$ cat src/rtl/memwb_stage_if.sv
// Handshake bundles around the memory/write-back stage.
// memwb_bundle_if: execute -> stage result bundle. The bundle transfers on a
//   clock edge where in_valid and in_ready are both high; while in_ready is
//   low the producer holds in_valid and every bundle field unchanged.
// dmem_if: stage -> data memory request. dmem_req and the request fields stay
//   stable until dmem_ready is sampled high, which completes the request;
//   dmem_rdata is meaningful only alongside dmem_ready.

interface memwb_bundle_if;
   logic        in_valid;
   logic        in_ready;
   logic [31:0] result;
   logic [31:0] cpsr_passthrough;
   logic        taken;
   logic [31:0] pc_rel;
   logic [3:0]  rd_num_passthrough;
   logic [31:0] rd_val_passthrough;
   logic [31:0] mem_passthrough;
   logic        is_alu_op_passthrough;
   logic        is_cmp_op_passthrough;
   logic        is_ld_op_passthrough;
   logic        is_str_op_passthrough;

   modport master (
      output in_valid, result, cpsr_passthrough, taken, pc_rel,
             rd_num_passthrough, rd_val_passthrough, mem_passthrough,
             is_alu_op_passthrough, is_cmp_op_passthrough,
             is_ld_op_passthrough, is_str_op_passthrough,
      input  in_ready
   );

   modport slave (
      input  in_valid, result, cpsr_passthrough, taken, pc_rel,
             rd_num_passthrough, rd_val_passthrough, mem_passthrough,
             is_alu_op_passthrough, is_cmp_op_passthrough,
             is_ld_op_passthrough, is_str_op_passthrough,
      output in_ready
   );
endinterface

interface dmem_if #(parameter int ADDR_WIDTH = 22);
   logic                  dmem_req;
   logic                  dmem_we;
   logic [ADDR_WIDTH-1:0] dmem_addr;
   logic [31:0]           dmem_wdata;
   logic                  dmem_ready;
   logic [31:0]           dmem_rdata;

   modport master (
      output dmem_req, dmem_we, dmem_addr, dmem_wdata,
      input  dmem_ready, dmem_rdata
   );

   modport slave (
      input  dmem_req, dmem_we, dmem_addr, dmem_wdata,
      output dmem_ready, dmem_rdata
   );
endinterface

$ cat src/rtl/memwb_stage.sv
// Memory/write-back stage: latches one execute bundle per handshake, runs
// LD/STR through the data-memory port, then spends exactly one WB cycle
// pulsing the register-file, CPSR and branch-redirect strobes.
// Outputs are decoded from the state register, so they are zero outside
// their own state and fall to zero the moment reset asserts.

module memwb_stage #(
   parameter int ADDR_WIDTH = 22
) (
   input  logic                 clk,
   input  logic                 reset,
   memwb_bundle_if.slave        ex,
   dmem_if.master               dmem,
   output logic [3:0]           wb_rd_num,
   output logic                 wb_rd_write_en,
   output logic [31:0]          wb_rd_in,
   output logic                 wb_cpsr_write_en,
   output logic [31:0]          wb_cpsr_in,
   output logic                 redirect_valid,
   output logic [31:0]          redirect_pc_rel,
   output logic [31:0]          retired_count,
   output logic [1:0]           state_dbg
);

   typedef enum logic [1:0] {
      IDLE = 2'd0,
      MEM  = 2'd1,
      WB   = 2'd2
   } state_t;

   state_t state_q, state_d;

   // Latched bundle
   logic [31:0]           result_q;
   logic [31:0]           cpsr_q;
   logic                  taken_q;
   logic [31:0]           pc_rel_q;
   logic [3:0]            rd_num_q;
   logic [31:0]           rd_val_q;
   logic [ADDR_WIDTH-1:0] addr_q;
   logic                  alu_q, cmp_q, ld_q, str_q;
   logic [31:0]           rdata_q;
   logic [31:0]           retired_q;

   logic accept;
   logic in_mem, in_wb;

   // Address bits above ADDR_WIDTH are deliberately dropped.
   logic unused_addr_hi;
   assign unused_addr_hi = ^ex.mem_passthrough[31:ADDR_WIDTH];

   // State register.
   always_ff @(posedge clk or posedge reset) begin
      if (reset) begin
         state_q <= IDLE;
      end else begin
         state_q <= state_d;
      end
   end

   // Next state and handshake: WB accepts the next bundle in the same cycle
   // so back-to-back non-memory instructions retire one per cycle.
   always_comb begin
      state_d     = state_q;
      ex.in_ready = (state_q != MEM);
      accept      = ex.in_valid && (state_q != MEM);
      case (state_q)
         IDLE, WB: begin
            if (accept) begin
               if (ex.is_ld_op_passthrough || ex.is_str_op_passthrough) begin
                  state_d = MEM;
               end else begin
                  state_d = WB;
               end
            end else begin
               state_d = IDLE;
            end
         end
         MEM: begin
            if (dmem.dmem_ready) begin
               state_d = WB;
            end
         end
         default: state_d = IDLE;
      endcase
   end

   // Bundle capture on accept; load data capture when memory completes.
   always_ff @(posedge clk or posedge reset) begin
      if (reset) begin
         result_q <= '0;
         cpsr_q   <= '0;
         taken_q  <= 1'b0;
         pc_rel_q <= '0;
         rd_num_q <= '0;
         rd_val_q <= '0;
         addr_q   <= '0;
         alu_q    <= 1'b0;
         cmp_q    <= 1'b0;
         ld_q     <= 1'b0;
         str_q    <= 1'b0;
         rdata_q  <= '0;
      end else begin
         if (accept) begin
            result_q <= ex.result;
            cpsr_q   <= ex.cpsr_passthrough;
            taken_q  <= ex.taken;
            pc_rel_q <= ex.pc_rel;
            rd_num_q <= ex.rd_num_passthrough;
            rd_val_q <= ex.rd_val_passthrough;
            addr_q   <= ex.mem_passthrough[ADDR_WIDTH-1:0];
            alu_q    <= ex.is_alu_op_passthrough;
            cmp_q    <= ex.is_cmp_op_passthrough;
            ld_q     <= ex.is_ld_op_passthrough;
            str_q    <= ex.is_str_op_passthrough;
         end
         if (state_q == MEM && dmem.dmem_ready && ld_q) begin
            rdata_q <= dmem.dmem_rdata;
         end
      end
   end

   // Retirement counter: one per WB cycle, wraps naturally.
   always_ff @(posedge clk or posedge reset) begin
      if (reset) begin
         retired_q <= '0;
      end else if (state_q == WB) begin
         retired_q <= retired_q + 32'd1;
      end
   end

   // Output decode from state and latched bundle.
   always_comb begin
      in_mem           = (state_q == MEM);
      in_wb            = (state_q == WB);
      dmem.dmem_req    = in_mem;
      dmem.dmem_we     = in_mem && str_q;
      dmem.dmem_addr   = in_mem ? addr_q : '0;
      dmem.dmem_wdata  = in_mem ? rd_val_q : '0;
      // A bundle flagged both ALU and LD writes the loaded value.
      wb_rd_write_en   = in_wb && (alu_q || ld_q);
      wb_rd_num        = in_wb ? rd_num_q : '0;
      wb_rd_in         = in_wb ? (ld_q ? rdata_q : result_q) : '0;
      wb_cpsr_write_en = in_wb && cmp_q;
      wb_cpsr_in       = in_wb ? cpsr_q : '0;
      redirect_valid   = in_wb && taken_q;
      redirect_pc_rel  = in_wb ? pc_rel_q : '0;
      retired_count    = retired_q;
      state_dbg        = state_q;
   end

endmodule

$ cat src/flat_wrapper.sv
// flat-port wrapper written by rule: the top's interface ports become plain ports
module memwb_stage_flat 
#(
   parameter int ADDR_WIDTH = 22
)
  (clk, reset, wb_rd_num, wb_rd_write_en, wb_rd_in, wb_cpsr_write_en, wb_cpsr_in, redirect_valid, redirect_pc_rel, retired_count, state_dbg, ex_in_valid, ex_result, ex_cpsr_passthrough, ex_taken, ex_pc_rel, ex_rd_num_passthrough, ex_rd_val_passthrough, ex_mem_passthrough, ex_is_alu_op_passthrough, ex_is_cmp_op_passthrough, ex_is_ld_op_passthrough, ex_is_str_op_passthrough, ex_in_ready, dmem_dmem_req, dmem_dmem_we, dmem_dmem_addr, dmem_dmem_wdata, dmem_dmem_ready, dmem_dmem_rdata);
  memwb_bundle_if ex_i ();
  dmem_if #(.ADDR_WIDTH(ADDR_WIDTH)) dmem_i ();
  input  logic clk;
  input  logic reset;
  output logic [3:0] wb_rd_num;
  output logic wb_rd_write_en;
  output logic [31:0] wb_rd_in;
  output logic wb_cpsr_write_en;
  output logic [31:0] wb_cpsr_in;
  output logic redirect_valid;
  output logic [31:0] redirect_pc_rel;
  output logic [31:0] retired_count;
  output logic [1:0] state_dbg;
  input wire logic [$bits(ex_i.in_valid)-1:0] ex_in_valid;
  input wire logic [$bits(ex_i.result)-1:0] ex_result;
  input wire logic [$bits(ex_i.cpsr_passthrough)-1:0] ex_cpsr_passthrough;
  input wire logic [$bits(ex_i.taken)-1:0] ex_taken;
  input wire logic [$bits(ex_i.pc_rel)-1:0] ex_pc_rel;
  input wire logic [$bits(ex_i.rd_num_passthrough)-1:0] ex_rd_num_passthrough;
  input wire logic [$bits(ex_i.rd_val_passthrough)-1:0] ex_rd_val_passthrough;
  input wire logic [$bits(ex_i.mem_passthrough)-1:0] ex_mem_passthrough;
  input wire logic [$bits(ex_i.is_alu_op_passthrough)-1:0] ex_is_alu_op_passthrough;
  input wire logic [$bits(ex_i.is_cmp_op_passthrough)-1:0] ex_is_cmp_op_passthrough;
  input wire logic [$bits(ex_i.is_ld_op_passthrough)-1:0] ex_is_ld_op_passthrough;
  input wire logic [$bits(ex_i.is_str_op_passthrough)-1:0] ex_is_str_op_passthrough;
  output wire logic [$bits(ex_i.in_ready)-1:0] ex_in_ready;
  output wire logic [$bits(dmem_i.dmem_req)-1:0] dmem_dmem_req;
  output wire logic [$bits(dmem_i.dmem_we)-1:0] dmem_dmem_we;
  output wire logic [$bits(dmem_i.dmem_addr)-1:0] dmem_dmem_addr;
  output wire logic [$bits(dmem_i.dmem_wdata)-1:0] dmem_dmem_wdata;
  input wire logic [$bits(dmem_i.dmem_ready)-1:0] dmem_dmem_ready;
  input wire logic [$bits(dmem_i.dmem_rdata)-1:0] dmem_dmem_rdata;
  assign ex_i.in_valid = ex_in_valid;
  assign ex_i.result = ex_result;
  assign ex_i.cpsr_passthrough = ex_cpsr_passthrough;
  assign ex_i.taken = ex_taken;
  assign ex_i.pc_rel = ex_pc_rel;
  assign ex_i.rd_num_passthrough = ex_rd_num_passthrough;
  assign ex_i.rd_val_passthrough = ex_rd_val_passthrough;
  assign ex_i.mem_passthrough = ex_mem_passthrough;
  assign ex_i.is_alu_op_passthrough = ex_is_alu_op_passthrough;
  assign ex_i.is_cmp_op_passthrough = ex_is_cmp_op_passthrough;
  assign ex_i.is_ld_op_passthrough = ex_is_ld_op_passthrough;
  assign ex_i.is_str_op_passthrough = ex_is_str_op_passthrough;
  assign ex_in_ready = ex_i.in_ready;
  assign dmem_dmem_req = dmem_i.dmem_req;
  assign dmem_dmem_we = dmem_i.dmem_we;
  assign dmem_dmem_addr = dmem_i.dmem_addr;
  assign dmem_dmem_wdata = dmem_i.dmem_wdata;
  assign dmem_i.dmem_ready = dmem_dmem_ready;
  assign dmem_i.dmem_rdata = dmem_dmem_rdata;
  memwb_stage #(.ADDR_WIDTH(ADDR_WIDTH)) u_core (.clk(clk), .reset(reset), .ex(ex_i), .dmem(dmem_i), .wb_rd_num(wb_rd_num), .wb_rd_write_en(wb_rd_write_en), .wb_rd_in(wb_rd_in), .wb_cpsr_write_en(wb_cpsr_write_en), .wb_cpsr_in(wb_cpsr_in), .redirect_valid(redirect_valid), .redirect_pc_rel(redirect_pc_rel), .retired_count(retired_count), .state_dbg(state_dbg));
endmodule
$ cat config.mk
export PLATFORM = sky130hd
export DESIGN_NAME = memwb_stage_flat
export DESIGN_NICKNAME = d
export VERILOG_FILES = /design/src/rtl/memwb_stage_if.sv /design/src/rtl/memwb_stage.sv /design/src/flat_wrapper.sv
export SDC_FILE = /design/constraint.sdc
export NUM_CORES = 1
export LEC_CHECK = 0
export ABC_AREA = 0
export BUFFER_PORTS_ARGS = -buffer_cell sky130_fd_sc_hd__buf_2
export CAP_MARGIN = 10
export CORE_ASPECT_RATIO = 0.6
export CORE_UTILIZATION = 30
export CTS_CLUSTER_DIAMETER = 50
export DETAILED_ROUTE_END_ITERATION = 8
export PLACE_DENSITY = 0.53
export RECOVER_POWER = 25
export SLEW_MARGIN = 20
export SYNTH_ARGS = -nofsm -noshare
export SYNTH_HDL_FRONTEND = slang
export SYNTH_SLANG_ARGS = --single-unit
$ cat constraint.sdc
create_clock -name clk -period 8.92 [get_ports clk]
set_input_delay 0.892 -clock clk [delete_from_list [all_inputs] [get_ports clk]]
set_output_delay 0.892 -clock clk [all_outputs]
set_load 0.05 [all_outputs]
==> results, run 1 <==
- The run finished, with violations left.
- The checks that failed: capacitance limit, slew limit.
- Setup repair after global routing left no endpoint under its margin.
- The share of total power dissipated in the clock network is ~33%.
- The top-area cell type share of the netlist area is between 50% and 60%.
- For this run, design rule violations remaining after detail routing come to 0.
- The synthesis-to-layout area growth is 33.1%.
- The number of H-tree levels is 1.
- The number of pins exceeding their max-slew limit in the final report came to 256.
- During I/O placement, the number of pins put on the boundary was 399.
- The horizontal die dimension is 237 µm.
- Along the worst path, the maximum fanout reaches 78.
- The TritonCTS clock tree is built.
- A synthesized cell averages 13.1 µm².
- The via count of the first global-routing pass was 7088.
- For the pin with the worst max-slew slack, the measured transition is about 3.8 ns.
- The cell chosen for the clock root is clkbuf_16.
- The top flip-flop cell by instance count after synthesis is dfrtp_1.
- The average detailed-routed wire length per instance is 16.4 µm.
- The placer's final routability congestion estimate is ~0.75.
- The layout has 3190 filler cells.
- The number of standard cells after synthesis is 759.
- In this run, the number of DRC markers left after iteration 0 of detailed routing was 228.
- The core region is 32500 µm².
- Max-cap violations in this run came to 4.
- Of the available clock period, the critical path in the final layout requires between 50% and 60%.
- The worst setup path is launched from a register.
- At the later pin of the worst-skew pair, clock insertion delay measures 0.56 ns.
- Of the total power, the share spent switching nets is around a third.
- The vias per cell is 4.42.
- After detailed routing, the total wire length is 26100 µm.
- The net switching power is 0.00120 W.
- The number of antenna violations at the first check in global routing is 5.
- The worst endpoint required time is about 8.0 ns.
- The leakage component of the power is 6.64 nW.
- In this run, post-CTS hold repair placed 0 buffers.
- Detailed routing inserted a total of 7017 vias.
- Global routing used around 15% of the available tracks.
- After synthesis, the cell types taking the most area are dfrtp_1 (57%), mux2_2 (22%), and2_1 (8.0%).
- The count of non-filler cells in the finished layout is 1589.
- The final HPWL from detailed placement is 17600 µm.
- Once the clock tree was built, the setup fixing pass inserted 0 buffers.
- For this design, the sink count on the clock tree is ~230.
- By startpoint and endpoint, the worst setup path is classified as reg2out.
- The post-route netlist has 54.9% of its cells at a drive strength greater than 1.
- The detail route stage leaves a number of antenna-violating nets equal to 0.
- The number of buffers on the longest clock path is 3.
- The clock-pin slew on the worst setup and hold paths is 0.06 ns.
- The cell with the most instances after synthesis is dfrtp_1.
- The die covers about 34000 µm².
- The share of synthesized area occupied by flip-flops and latches is 56.8%.
- The type of the worst min-delay path is reg2reg.
- After layout, the minimum clock period comes to about 4.7 ns.
- The sequential cell fraction of total power is 39.1%.
- The vertical die dimension is approximately 140 µm.
- STA classifies the critical path endpoint as an output port.
- The remaining max-slew budget at the tightest pin is -153%.
- The number of gates resized after cts is 0.
- The total negative slack is 0 ns.
- The worst-case register-to-register setup slack is 4.50 ns.
- The first detailed-routing pass ran for 4 iterations.
- The data arrival time of the critical path is 3.78 ns.
- The aggregate global routing overflow is 0.
- The synthesized netlist contains 30 unique library cells.
- By count the netlist is led by dfrtp_1 (225), mux2_2 (191), and2_1 (127), nor2_1 (45), mux2i_1 (32).
- Entering global routing, the biggest net connects 83 pins.
- Yosys mapped a number of flops with a built-in enable equal to 0.
- The internal cell power is 0.00234 W.
- The number of nets in the synthesized netlist is just under 1000.
- Row generation in the floorplan step produced between 50 and 60 rows.
- For this configuration, the core starts out at a cell density of about 31%.
- The final number of hold-violating endpoints is 0.
- After detailed placement, the design holds a cell count of 1535.
- Setup violations remaining at the end of the flow were counted as 0.
- The timing-limited maximum frequency is 214 MHz.
- The worst vdd rail ir drop is 0.142 mV.
- Summing every instance area after synthesis gives around 10000 µm².
- Input and output buffers added on the ports amount to 388.
- The Yosys warning count is 0.
- Synthesis inferred between 200 and 250 register bits.
- Combinational cells account for 28.2% of the total power.
- The async set-reset flop share out of synthesis is 100%.
- The clock buffer count from CTS is 29.
- The largest total area in the synthesized netlist belongs to dfrtp_1.
- The clock arrives with roughly 0.025 ns of skew.
- The first-pass GRT wire length is 40700 µm.
- For this run, the post-layout net count is 1348.
- The power per cell area is 268 nW/µm².
worst paths after layout:
path | startpoint | endpoint | depth (start not counted)
worst min register to register | u_core.retired_count[31] | u_core.retired_count[31] | 1
min in group asynchronous | reset | u_core.cpsr_q[26] | 2
worst max-delay path | u_core.state_dbg[0] | redirect_pc_rel[17] | 4
worst min-delay path | u_core.retired_count[31] | u_core.retired_count[31] | 1
worst max register to register | u_core.state_dbg[0] | u_core.retired_count[18] | 6
max in group asynchronous | reset | u_core.rdata_q[15] | 3
placed cells by master, fill, tap and decap left out, types with 3 or more instances in the layout:
| cell type | instances |
|---|---|
| clkinv_2 | 3 |
| clkbuf_16 | 29 |
| clkbuf_1 | 11 |
| xnor2_1 | 22 |
| clkbuf_8 | 5 |
| nand4_1 | 9 |
| nand2_1 | 20 |
| and2_1 | 127 |
| dfrtp_1 | 224 |
| and3_1 | 3 |
| buf_2 | 387 |
| buf_4 | 5 |
| xor2_1 | 9 |
| mux2i_1 | 32 |
| mux2_2 | 191 |
| nor2_1 | 45 |
| nand3_1 | 8 |
critical path: stages (launching register included):
cell	delay, ns
dfrtp_1	0.45
nor2b_4	0.13
clkbuf_1	1.97
and2_1	0.34
buf_2	0.29
power by group through the flow:
stage	Clock (W)	Combinational [W]	Sequential, W
floorplan	0	0.000753	0.00140
global placement	0	0.00100	0.00139
detailed placement	0	0.00101	0.00140
CTS	0.00120	0.00102	0.00138
global route	0.00124	0.00107	0.00142
finish	0.00116	0.000998	0.00138
per-stage QoR:
stage	total power (W)	utilization, %	instance area (µm²)	hold slack (ns)	worst slack [ns]
4_1_cts	0.00360	40.8	13200	0.415	5.61
2_1_floorplan	0.00215	-	9920	0.471	1.87
3_5_place_dp	0.00241	37.8	12300	0.459	6.04
3_3_place_gp	0.00239	37.8	12300	0.457	6.03
5_1_grt	0.00373	40.6	13200	0.501	3.81
6_report	0.00354	40.7	13200	0.468	4.25
sequential cells by signal, indices dropped and copies added, names as in the netlist:
name / cells
u_core.cpsr_q: 32
u_core.pc_rel_q: 32
u_core.rd_val_q: 32
u_core.rdata_q: 32
u_core.result_q: 32
u_core.retired_count: 32
u_core.addr_q: 22
u_core.rd_num_q: 4
u_core.state_dbg: 2
u_core.alu_q: 1
u_core.cmp_q: 1
u_core.ld_q: 1
u_core.str_q: 1
u_core.taken_q: 1
cell type report:
class                           instances  area, µm²  share of cell area, %
Clock inverter                         10        119                  0.900
Sequential cell                       225       5630                   42.7
Multi-Input combinational cell        488       4100                   31.0
Clock buffer                           42        825                   6.24
Inverter                                3       12.5                 0.0948
Tap cell                              424        531                   4.02
Antenna cell                            2       5.00                 0.0379
Timing Repair Buffer                  395       1990                   15.0
layer usage:
metal	GRT usage [%]	up-vias	share of wire (%)
met2	23.6	213	45
met4	3.42	2	1.5
li1	-	3344	-
met1	19.9	3422	46
met3	5.76	36	8.1
met5	0	-	0.050
cells by family after synthesis:
logic type	after synthesis	synth area share (%)
AO/OA/AOI/OAI	3	0.164
XOR/XNOR	31	2.74
adder cells (fa/ha/maj)	1	0.126
buffers and inverters	46	1.97
flip-flops	225	56.8
multiplexers	223	24.9
AND/OR/NAND/NOR	230	13.3
(Power assumes the default switching activity.)
==> run 2, diff against run 1 <==
==> constraint.sdc (replaced) <==
create_clock -name clk -period 4.7 [get_ports clk]
set_input_delay 0.47 -clock clk [delete_from_list [all_inputs] [get_ports clk]]
set_output_delay 0.47 -clock clk [all_outputs]
set_load 0.05 [all_outputs]
==> run 2 against run 1 <==
The flow still finishes with violations (capacitance limit, slew limit); via count is 0.14% lower; count of clock-buffer cells in the layout is 1 lower; non-clock buffer count rose by 1; clock skew is 0.014 ns lower; register-to-register slack worse by 2.3 ns; worst setup slack got worse by 2.7 ns; clock power up 85%; die area unchanged; final area increased by 0.26%; critical endpoint is now dmem_dmem_addr[13].
==> results, run 2 (synthesized netlist as in run 1, its figures left out) <==
- Run status: complete, but fails checks (unchanged).
- Failing checks: capacitance limit, slew limit (unchanged).
- The TritonCTS clock tree is built (unchanged).
- The first-pass GRT wire length is 40600 µm (was 40700 µm).
- The post-place instance area is 12300 µm² (about the same).
- The core area came to 32500 µm² (unchanged).
- The final number of hold-violating endpoints is 0 (unchanged).
- The vias per cell is 4.41 (was 4.42).
- The detailed router's first-iteration violation count is 287 (was 228).
- The average detailed-routed wire length per instance is 16.5 µm (was 16.4 µm).
- The kind of critical path was reg2out (unchanged).
- The power per cell area is 504 nW/µm² (was 268 nW/µm²).
- The remaining design rule violation count is 0 (unchanged).
- The number of H-tree levels is 1 (unchanged).
- The type of element launching the critical path is a register (unchanged).
- The worst vdd rail ir drop is 0.303 mV (was 0.142 mV).
- The type of the worst min-delay path is in2reg (was reg2reg).
- The clock insertion delay at the later pin of the skew report is 0.53 ns (was 0.56 ns).
- The total negative slack came to 0 ns (unchanged).
- The total length of routed met3 wires came to 1940 µm (was 2110 µm).
- The layout filler cell count came to 3138 (was 3190).
- The global routing usage summed across all routing layers is 15.2% (about the same).
- The number of gates resized after cts is 0 (unchanged).
- The highest routed metal layer is met5 (unchanged).
- The remaining max-slew budget at the tightest pin is -37.6% (was -153%).
- The quantity of I/O buffers inserted on ports was 388 (unchanged).
- The kind of capture point of the worst setup path was an output port (unchanged).
- The synthesis-to-layout area growth came to 33.4% (was 33.1%).
- Top library cells by usage in the layout, fill and taps aside: buf_2 (388), dfrtp_1 (224), mux2_2 (191) (was buf_2 (387), dfrtp_1 (224), mux2_2 (191)).
- The effective utilization at floorplan is 30.5% (unchanged).
- The clock period minus final worst setup slack is about 3.2 ns.
- The clock-pin slew on the worst setup and hold paths is 0.06 ns (about the same).
- The horizontal die dimension is 237 µm (unchanged).
- The largest fanout of any net on the critical path is 41 (was 78).
- The max capacitance violation total is 2 (was 4).
- The internal cell power was 0.00441 W (was 0.00234 W).
- The timing-limited maximum frequency is 313 MHz.
- The remaining number of nets flagged by the antenna check after routing is 0 (unchanged).
- The count of standard-cell rows is 51 (unchanged).
- The data arrival time of the critical path is 2.73 ns (was 3.78 ns).
- The final HPWL from detailed placement is 18000 µm (was 17600 µm).
- The total setup buffers inserted after CTS came to 0 (unchanged).
- The clock buffer count from CTS is 28 (was 29).
- The total power was 0.00667 W (was 0.00354 W).
- Unrepaired setup endpoints after global routing: false (unchanged).
- The commonest non-fill, non-tap cell in the layout is buf_2 (unchanged).
- The count of final setup violators is 0 (unchanged).
- The area enclosed by the die boundary is 33800 µm² (unchanged).
- The placer's final routability congestion estimate is 0.734 (was 0.751).
- The cell chosen for the clock root was clkbuf_16 (unchanged).
- The final wirelength is 26200 µm (was 26100 µm).
- The wire length on met1 came to 11900 µm (about the same).
- The combinational cell fraction of total power is 28.4% (was 28.2%).
- The number of buffers on the longest clock path is 3 (unchanged).
- The transition at the pin with the smallest max-transition slack is 2.06 ns (was 3.78 ns).
- The share of final-layout standard cells stronger than drive strength 1 is 55.6% (was 54.9%).
- The proportion of total power due to net switching is 33.9% (was 33.8%).
- The maximum number of pins on one net before global-route repair came to 142 (was 83).
- The cell area after layout is 13200 µm² (about the same).
- The hold buffer count at CTS is 0 (unchanged).
- The number of vias after detailed routing was 7007 (was 7017).
- The met2 layer wire length in the routed design was 11800 µm (was 11700 µm).
- The worst endpoint required time is 4.23 ns (was 8.03 ns).
- The net switching power is 0.00226 W (was 0.00120 W).
- The sequential cell fraction of total power is 39.4% (was 39.1%).
- The number of pins exceeding their max-slew limit in the final report was 177 (was 256).
- The total I/O pin count is 399 (unchanged).
- The via count of the first global-routing pass was 7019 (was 7088).
- The clock sink count is 225 (unchanged).
- The leakage component of the power is 6.67 nW (was 6.64 nW).
- The number of antenna violations at the first check in global routing is 2 (was 5).
- The aggregate global routing overflow came to 0 (unchanged).
- The part of the cycle the worst path needs is 68.0%.
- The area used by sequential logic in the layout came to 5630 µm² (unchanged).
- The part of the total power dissipated in the clock network came to 32.2% (was 32.7%).
- The worst-case clock skew is 0.0111 ns (was 0.0246 ns).
- The area of combinational cells with multiple inputs is 4120 µm² (was 4100 µm²).
- The vertical die dimension is 143 µm (unchanged).
- The number of detailed-routing iterations run before antenna repair is 4 (unchanged).
- The number of nets in the layout is 1348 (unchanged).
[run 2: changes by cell type in the layout (fill, tap and decap cells not counted), sizes merged]
cell / before / now
buf: 392 / 395
bufinv: 2 / 1
diode: 2 / 1
clkbuf: 45 / 42
clkinv: 3 / 4
[run 2: cell type report]
class / instances / area share [%]
Antenna cell: 1 / 0.0189
Clock buffer: 41 / 6.28
Inverter: 3 / 0.0945
Clock inverter: 10 / 0.737
Multi-Input combinational cell: 488 / 31.1
Sequential cell: 225 / 42.5
Timing Repair Buffer: 396 / 15.2
Tap cell: 424 / 4.01
[run 2: worst max-delay path, cell delays in order, from the launching register on]
cell and delay [ns]:
dfrtp_1 0.45, nand2b_1 0.22, clkinv_1 0.58, buf_4 0.48, and2_1 0.23, buf_2 0.21
[run 2: per-layer routing]
layer | global-route usage [%] | up-vias
met5 | 0 | -
met4 | 3.01 | 2
met3 | 5.24 | 39
met2 | 23.9 | 218
met1 | 20.2 | 3401
li1 | - | 3347
[run 2: path summary, 6_finish.rpt]
check	from	endpoint	slack (ns)	cells after the start
setup / recovery	u_core.state_dbg[0]	dmem_dmem_addr[13]	1.50	5
hold / removal	ex_cpsr_passthrough[1]	u_core.cpsr_q[1]	0.16	2
setup reg to reg	u_core.state_dbg[0]	u_core.retired_count[31]	2.21	6
hold reg to reg	u_core.retired_count[31]	u_core.retired_count[31]	0.47	1
max in group asynchronous	reset	u_core.rdata_q[6]	1.65	3
min in group asynchronous	reset	u_core.addr_q[21]	0.28	2
[run 2: power groups by stage]
| stage | clock (W) | combinational, W | sequential (W) |
|---|---|---|---|
| detailed placement | 0 | 0.00192 | 0.00266 |
| global placement | 0 | 0.00190 | 0.00264 |
| floorplan | 0 | 0.00143 | 0.00266 |
| finish | 0.00215 | 0.00190 | 0.00263 |
| global route | 0.00230 | 0.00203 | 0.00269 |
| CTS | 0.00223 | 0.00193 | 0.00263 |
[run 2: per-stage QoR]
stage | instances | worst slack, ns | hold WS [ns] | utilization (%)
after floorplan | 759 | 1.29 | 0.471 | -
after global placement | 1536 | 1.95 | 0.457 | 37.9
after detailed placement | 1536 | 1.99 | 0.464 | 37.9
after CTS | 1587 | 1.39 | 0.0644 | 40.8
after global routing | 1587 | 1.13 | 0.128 | 40.7
final | 1588 | 1.50 | 0.159 | 40.8
==> run 3, diff against run 2 <==
--- a/config.mk
+++ b/config.mk
@@ -5,7 +5,7 @@
 export SDC_FILE = /design/constraint.sdc
 export NUM_CORES = 1
 export LEC_CHECK = 0
-export ABC_AREA = 0
+export ABC_AREA = 1
 export BUFFER_PORTS_ARGS = -buffer_cell sky130_fd_sc_hd__buf_2
 export CAP_MARGIN = 10
 export CORE_ASPECT_RATIO = 0.6
==> constraint.sdc (replaced) <==
create_clock -name clk -period 3.3 [get_ports clk]
set_input_delay 0.33 -clock clk [delete_from_list [all_inputs] [get_ports clk]]
set_output_delay 0.33 -clock clk [all_outputs]
set_load 0.05 [all_outputs]
==> run 3 against run 2 <==
The flow finishes with violations (capacitance limit); synthesized area rose by 2.4%; final cell count is 32% higher; first-iteration DRC count grew 25%; flip-flop and latch count is the same; routed wire length increased by 13%; synthesized cell count is 55% higher; non-clock buffer count up 82; sequential power up 42%; total power is 56% higher.
==> results, run 3 <==
- The distinct cell type count after synthesis came to 25 (was 30).
- The fraction of the mapped netlist area in compound gates is 8.14% (was 0.164%).
- The effective utilization at floorplan is 30.9% (was 30.5%).
- The placer's final routability congestion estimate was 0.782 (was 0.734).
- The count of final setup violators is 0 (unchanged).
- The number of standard cells after synthesis is 1177 (was 759).
- The total setup buffers inserted after CTS was 0 (unchanged).
- The worst-case clock skew is 0.0208 ns (was 0.0111 ns).
- The clock period minus final worst setup slack is between 2 and 3 ns.
- The first-pass GRT wire length is 46500 µm (was 40600 µm).
- The type of the worst min-delay path is in2reg (unchanged).
- The net switching power was 0.00422 W (was 0.00226 W).
- The data arrival time of the critical path is 3.16 ns (was 2.73 ns).
- The largest fanout of any net on the critical path is 64 (was 41).
- The area enclosed by the die boundary was 34600 µm² (was 33800 µm²).
- The Yosys warning count came to 0 (unchanged).
- The count of non-filler cells in the finished layout came to 2097 (was 1588).
- The commonest non-fill, non-tap cell in the layout is buf_2 (unchanged).
- The post-synthesis adder-cell area fraction is 0.123% (was 0.126%).
- Unrepaired setup endpoints after global routing: false (unchanged).
- Top library cells by usage in the layout, fill and taps aside: buf_2 (388), nor2_1 (296), dfrtp_1 (225) (was buf_2 (388), dfrtp_1 (224), mux2_2 (191)).
- The number of placed cells counting well taps was 1971 (was 1536).
- The kind of critical path is reg2reg (was reg2out).
- The combinational cell fraction of total power is 35.4% (was 28.4%).
- Failing checks: capacitance limit (was capacitance limit, slew limit).
- The clock buffer count from CTS is 28 (unchanged).
- The launching element of the worst setup path is u_core.state_dbg[0] (unchanged).
- The library cell occupying the most area in the post-synthesis netlist is dfrtp_1 (unchanged).
- The maximum number of pins on one net before global-route repair is 97 (was 142).
- The termination of the worst setup path is u_core.result_q[19] (was dmem_dmem_addr[13]).
- The worst vdd rail ir drop is 0.485 mV (was 0.303 mV).
- The number of gates resized after cts is 0 (unchanged).
- The minimum setup slack after placement is 1.14 ns (was 1.99 ns).
- The dominant combinational cell family by area after synthesis is simple AND/OR/NAND/NOR gates (was multiplexers).
- The met3 demand-to-capacity share in global routing is 5.36% (was 5.24%).
- The net count after synthesis came to 1383 (was 965).
- The number of cell instances on the worst register-to-register path was 6 (unchanged).
- The synthesized cell area is 10200 µm² (was 9920 µm²).
- The per-instance average area after synthesis is 8.63 µm² (was 13.1 µm²).
- The most used routing layer is met2 (unchanged).
- The synthesis-stage register bit count is 225 (unchanged).
- The TritonCTS clock tree is built (unchanged).
- The horizontal die dimension was 240 µm (was 237 µm).
- The timing-limited maximum frequency is 365 MHz.
- The share of final-layout standard cells stronger than drive strength 1 is 27.6% (was 55.6%).
- The final wirelength is 29700 µm (was 26200 µm).
- The synthesis-to-layout area growth is 39.3% (was 33.4%).
- The via count of the first global-routing pass is 8906 (was 7019).
- The final critical path takes up 83.0% of the cycle.
- The top flip-flop cell by instance count after synthesis is dfrtp_1 (unchanged).
- The vertical die dimension is 145 µm (was 143 µm).
- The total power is 0.0104 W (was 0.00667 W).
- The vias per cell is 4.33 (was 4.41).
- The number of detailed-routing iterations run before antenna repair is 5 (was 4).
- The transition at the pin with the smallest max-transition slack is 1.47 ns (was 2.06 ns).
- The cell with the most instances after synthesis is nor2_1 (was dfrtp_1).
- The top-area cell type share of the netlist area is 55.4% (was 56.8%).
- The met1 capacity usage during global routing is 22.5% (was 20.2%).
- The power per cell area is 737 nW/µm² (was 504 nW/µm²).
- The kind of capture point of the worst setup path is a register (was output port).
- The async set-reset flop share out of synthesis is 100% (unchanged).
- The detailed router's first-iteration violation count is 359 (was 287).
- The met2 capacity usage during global routing was 26.0% (was 23.9%).
- Run status: complete, but fails checks (unchanged).
- The global routing usage summed across all routing layers was 16.8% (was 15.2%).
- The share of cell area taken by muxes after synthesis is 7.20% (was 24.9%).
- The average detailed-routed wire length per instance was 14.2 µm (was 16.5 µm).
- The post-route core utilization is 43.1% (was 40.8%).
- The final HPWL from detailed placement is 20600 µm (was 18000 µm).
- The worst reg2reg path startpoint is u_core.state_dbg[0] (unchanged).
- The number of buffers on the longest clock path is 3 (unchanged).
- The aggregate global routing overflow is 0 (unchanged).
- Top cells by area in the synthesized netlist: dfrtp_1 (55%), nor2_1 (11%), a21oi_1 (7.8%) (was dfrtp_1 (57%), mux2_2 (22%), and2_1 (8.0%)).
- The parity-gate share of the synthesized area counting xor and xnor cells is 1.21% (was 2.74%).
- The final number of hold-violating endpoints is 0 (unchanged).
- The remaining number of nets flagged by the antenna check after routing is 0 (unchanged).
- The remaining design rule violation count was 0 (unchanged).
- The worst endpoint required time was 3.72 ns (was 4.23 ns).
- The proportion of total power due to net switching came to 40.4% (was 33.9%).
- Leading post-synthesis cells by instance count: nor2_1 (295), dfrtp_1 (225), a21oi_1 (159), inv_1 (158), nand2_1 (155) (was dfrtp_1 (225), mux2_2 (191), and2_1 (127), nor2_1 (45), mux2i_1 (32)).
- The total negative slack is 0 ns (unchanged).
- The leakage component of the power is 7.71 nW (was 6.67 nW).
- The number of nets in the layout was 1832 (was 1348).
- The worst-case register-to-register setup slack is 0.56 ns (was 2.21 ns).
- The remaining max-slew budget at the tightest pin is 1.66% (was -37.6%).
- The total I/O pin count is 399 (unchanged).
- The max capacitance violation total is 1 (was 2).
- The number of synthesized flops with an enable pin is 0 (unchanged).
- The number of H-tree levels was 1 (unchanged).
- The number of vias after detailed routing came to 9071 (was 7007).
- The simple logic cell fraction of the synthesized area is 19.0% (was 13.3%).
- The number of antenna violations at the first check in global routing is 2 (unchanged).
- The final worst-path setup slack was 0.560 ns (was 1.50 ns).
- The clock-pin slew on the worst setup and hold paths is 0.06 ns (about the same).
- The part of the total power dissipated in the clock network was 28.8% (was 32.2%).
- The clock insertion delay at the later pin of the skew report is 0.54 ns (was 0.53 ns).
- The count of standard-cell rows was 51 (unchanged).
- The end of the worst register-to-register path is u_core.result_q[19] (was u_core.retired_count[31]).
- The internal cell power is 0.00621 W (was 0.00441 W).
- The type of element launching the critical path is a register (unchanged).
- The share of synthesized area occupied by flip-flops and latches is 55.4% (was 56.8%).
- The sequential cell fraction of total power is 35.8% (was 39.4%).
- The cell chosen for the clock root is clkbuf_16 (unchanged).
- The number of pins exceeding their max-slew limit in the final report is 0 (was 177).
- The quantity of I/O buffers inserted on ports is 388 (unchanged).
- The clock sink count is 225 (unchanged).
- The core area is 32900 µm² (was 32500 µm²).
## run 3: worst min path at each step
stage	end	start	cells after the start	slack, ns
floorplan	u_core.state_dbg[0]	dmem_dmem_ready	1	0.43
global placement	u_core.rdata_q[8]	u_core.rdata_q[8]	1	0.47
detailed placement	u_core.result_q[13]	u_core.result_q[13]	1	0.48
CTS	u_core.rd_val_q[11]	ex_rd_val_passthrough[11]	3	0.0006
global route	u_core.rd_val_q[10]	ex_rd_val_passthrough[10]	3	0.008
finish	u_core.cpsr_q[0]	ex_cpsr_passthrough[0]	3	0.03
## run 3: power groups by stage
stage,combinational (W),clock (W),sequential [W]
after global routing,0.00402,0.00323,0.00382
after floorplan,0.00268,0,0.00383
final,0.00369,0.00301,0.00373
after detailed placement,0.00367,0,0.00378
after CTS,0.00375,0.00312,0.00374
after global placement,0.00364,0,0.00376
## run 3: per-layer routing
metal  part of all wire [%]  wire length, µm  vias up
li1                       -                -     4530
met1                     45            13500     4228
met2                     44            13200      260
met3                    7.8             2310       49
met4                    2.4              702        4
met5                  0.081               24        -
## run 3: repair_timing
action	in CTS	in global routing
hold endpoints to repair	98	0
endpoints found under the setup margin	0	0
hold buffers	75	0
## run 3: area by class of cell
class / count / area (µm²)
inverters: 160 / 602
flip-flops and latches: 225 / 5630
clock inverters: 12 / 106
repair buffers: 478 / 2830
fillers: 3328 / 18700
diodes: 1 / 2.50
multi-input cells: 733 / 3620
clock buffers: 38 / 800
well taps: 450 / 563
## run 3: kinds of logic (layout without fill, tap and decap cells)
logic type,Yosys count,count (layout)
buf+inv,219,688
flops,225,225
xor+xnor,14,14
simple gates,488,488
mux,65,65
compound gates,165,165
fa+ha+maj,1,1
other cells,0,1
## run 3: worst max-delay path, cell delays in order, from the launching register on
cell and delay [ns]:
dfrtp_1 0.39, inv_1 0.11, nor2_1 0.22, inv_2 0.07, nand2_2 1.05, buf_4 0.40
mux2_1 0.35
## run 3: metrics by stage
stage	area, µm²	hold WS (ns)
global placement	12600	0.474
CTS	14200	0.000587
detailed placement	12600	0.481
global route	14200	0.00757
finish	14200	0.0346
floorplan	10200	0.430
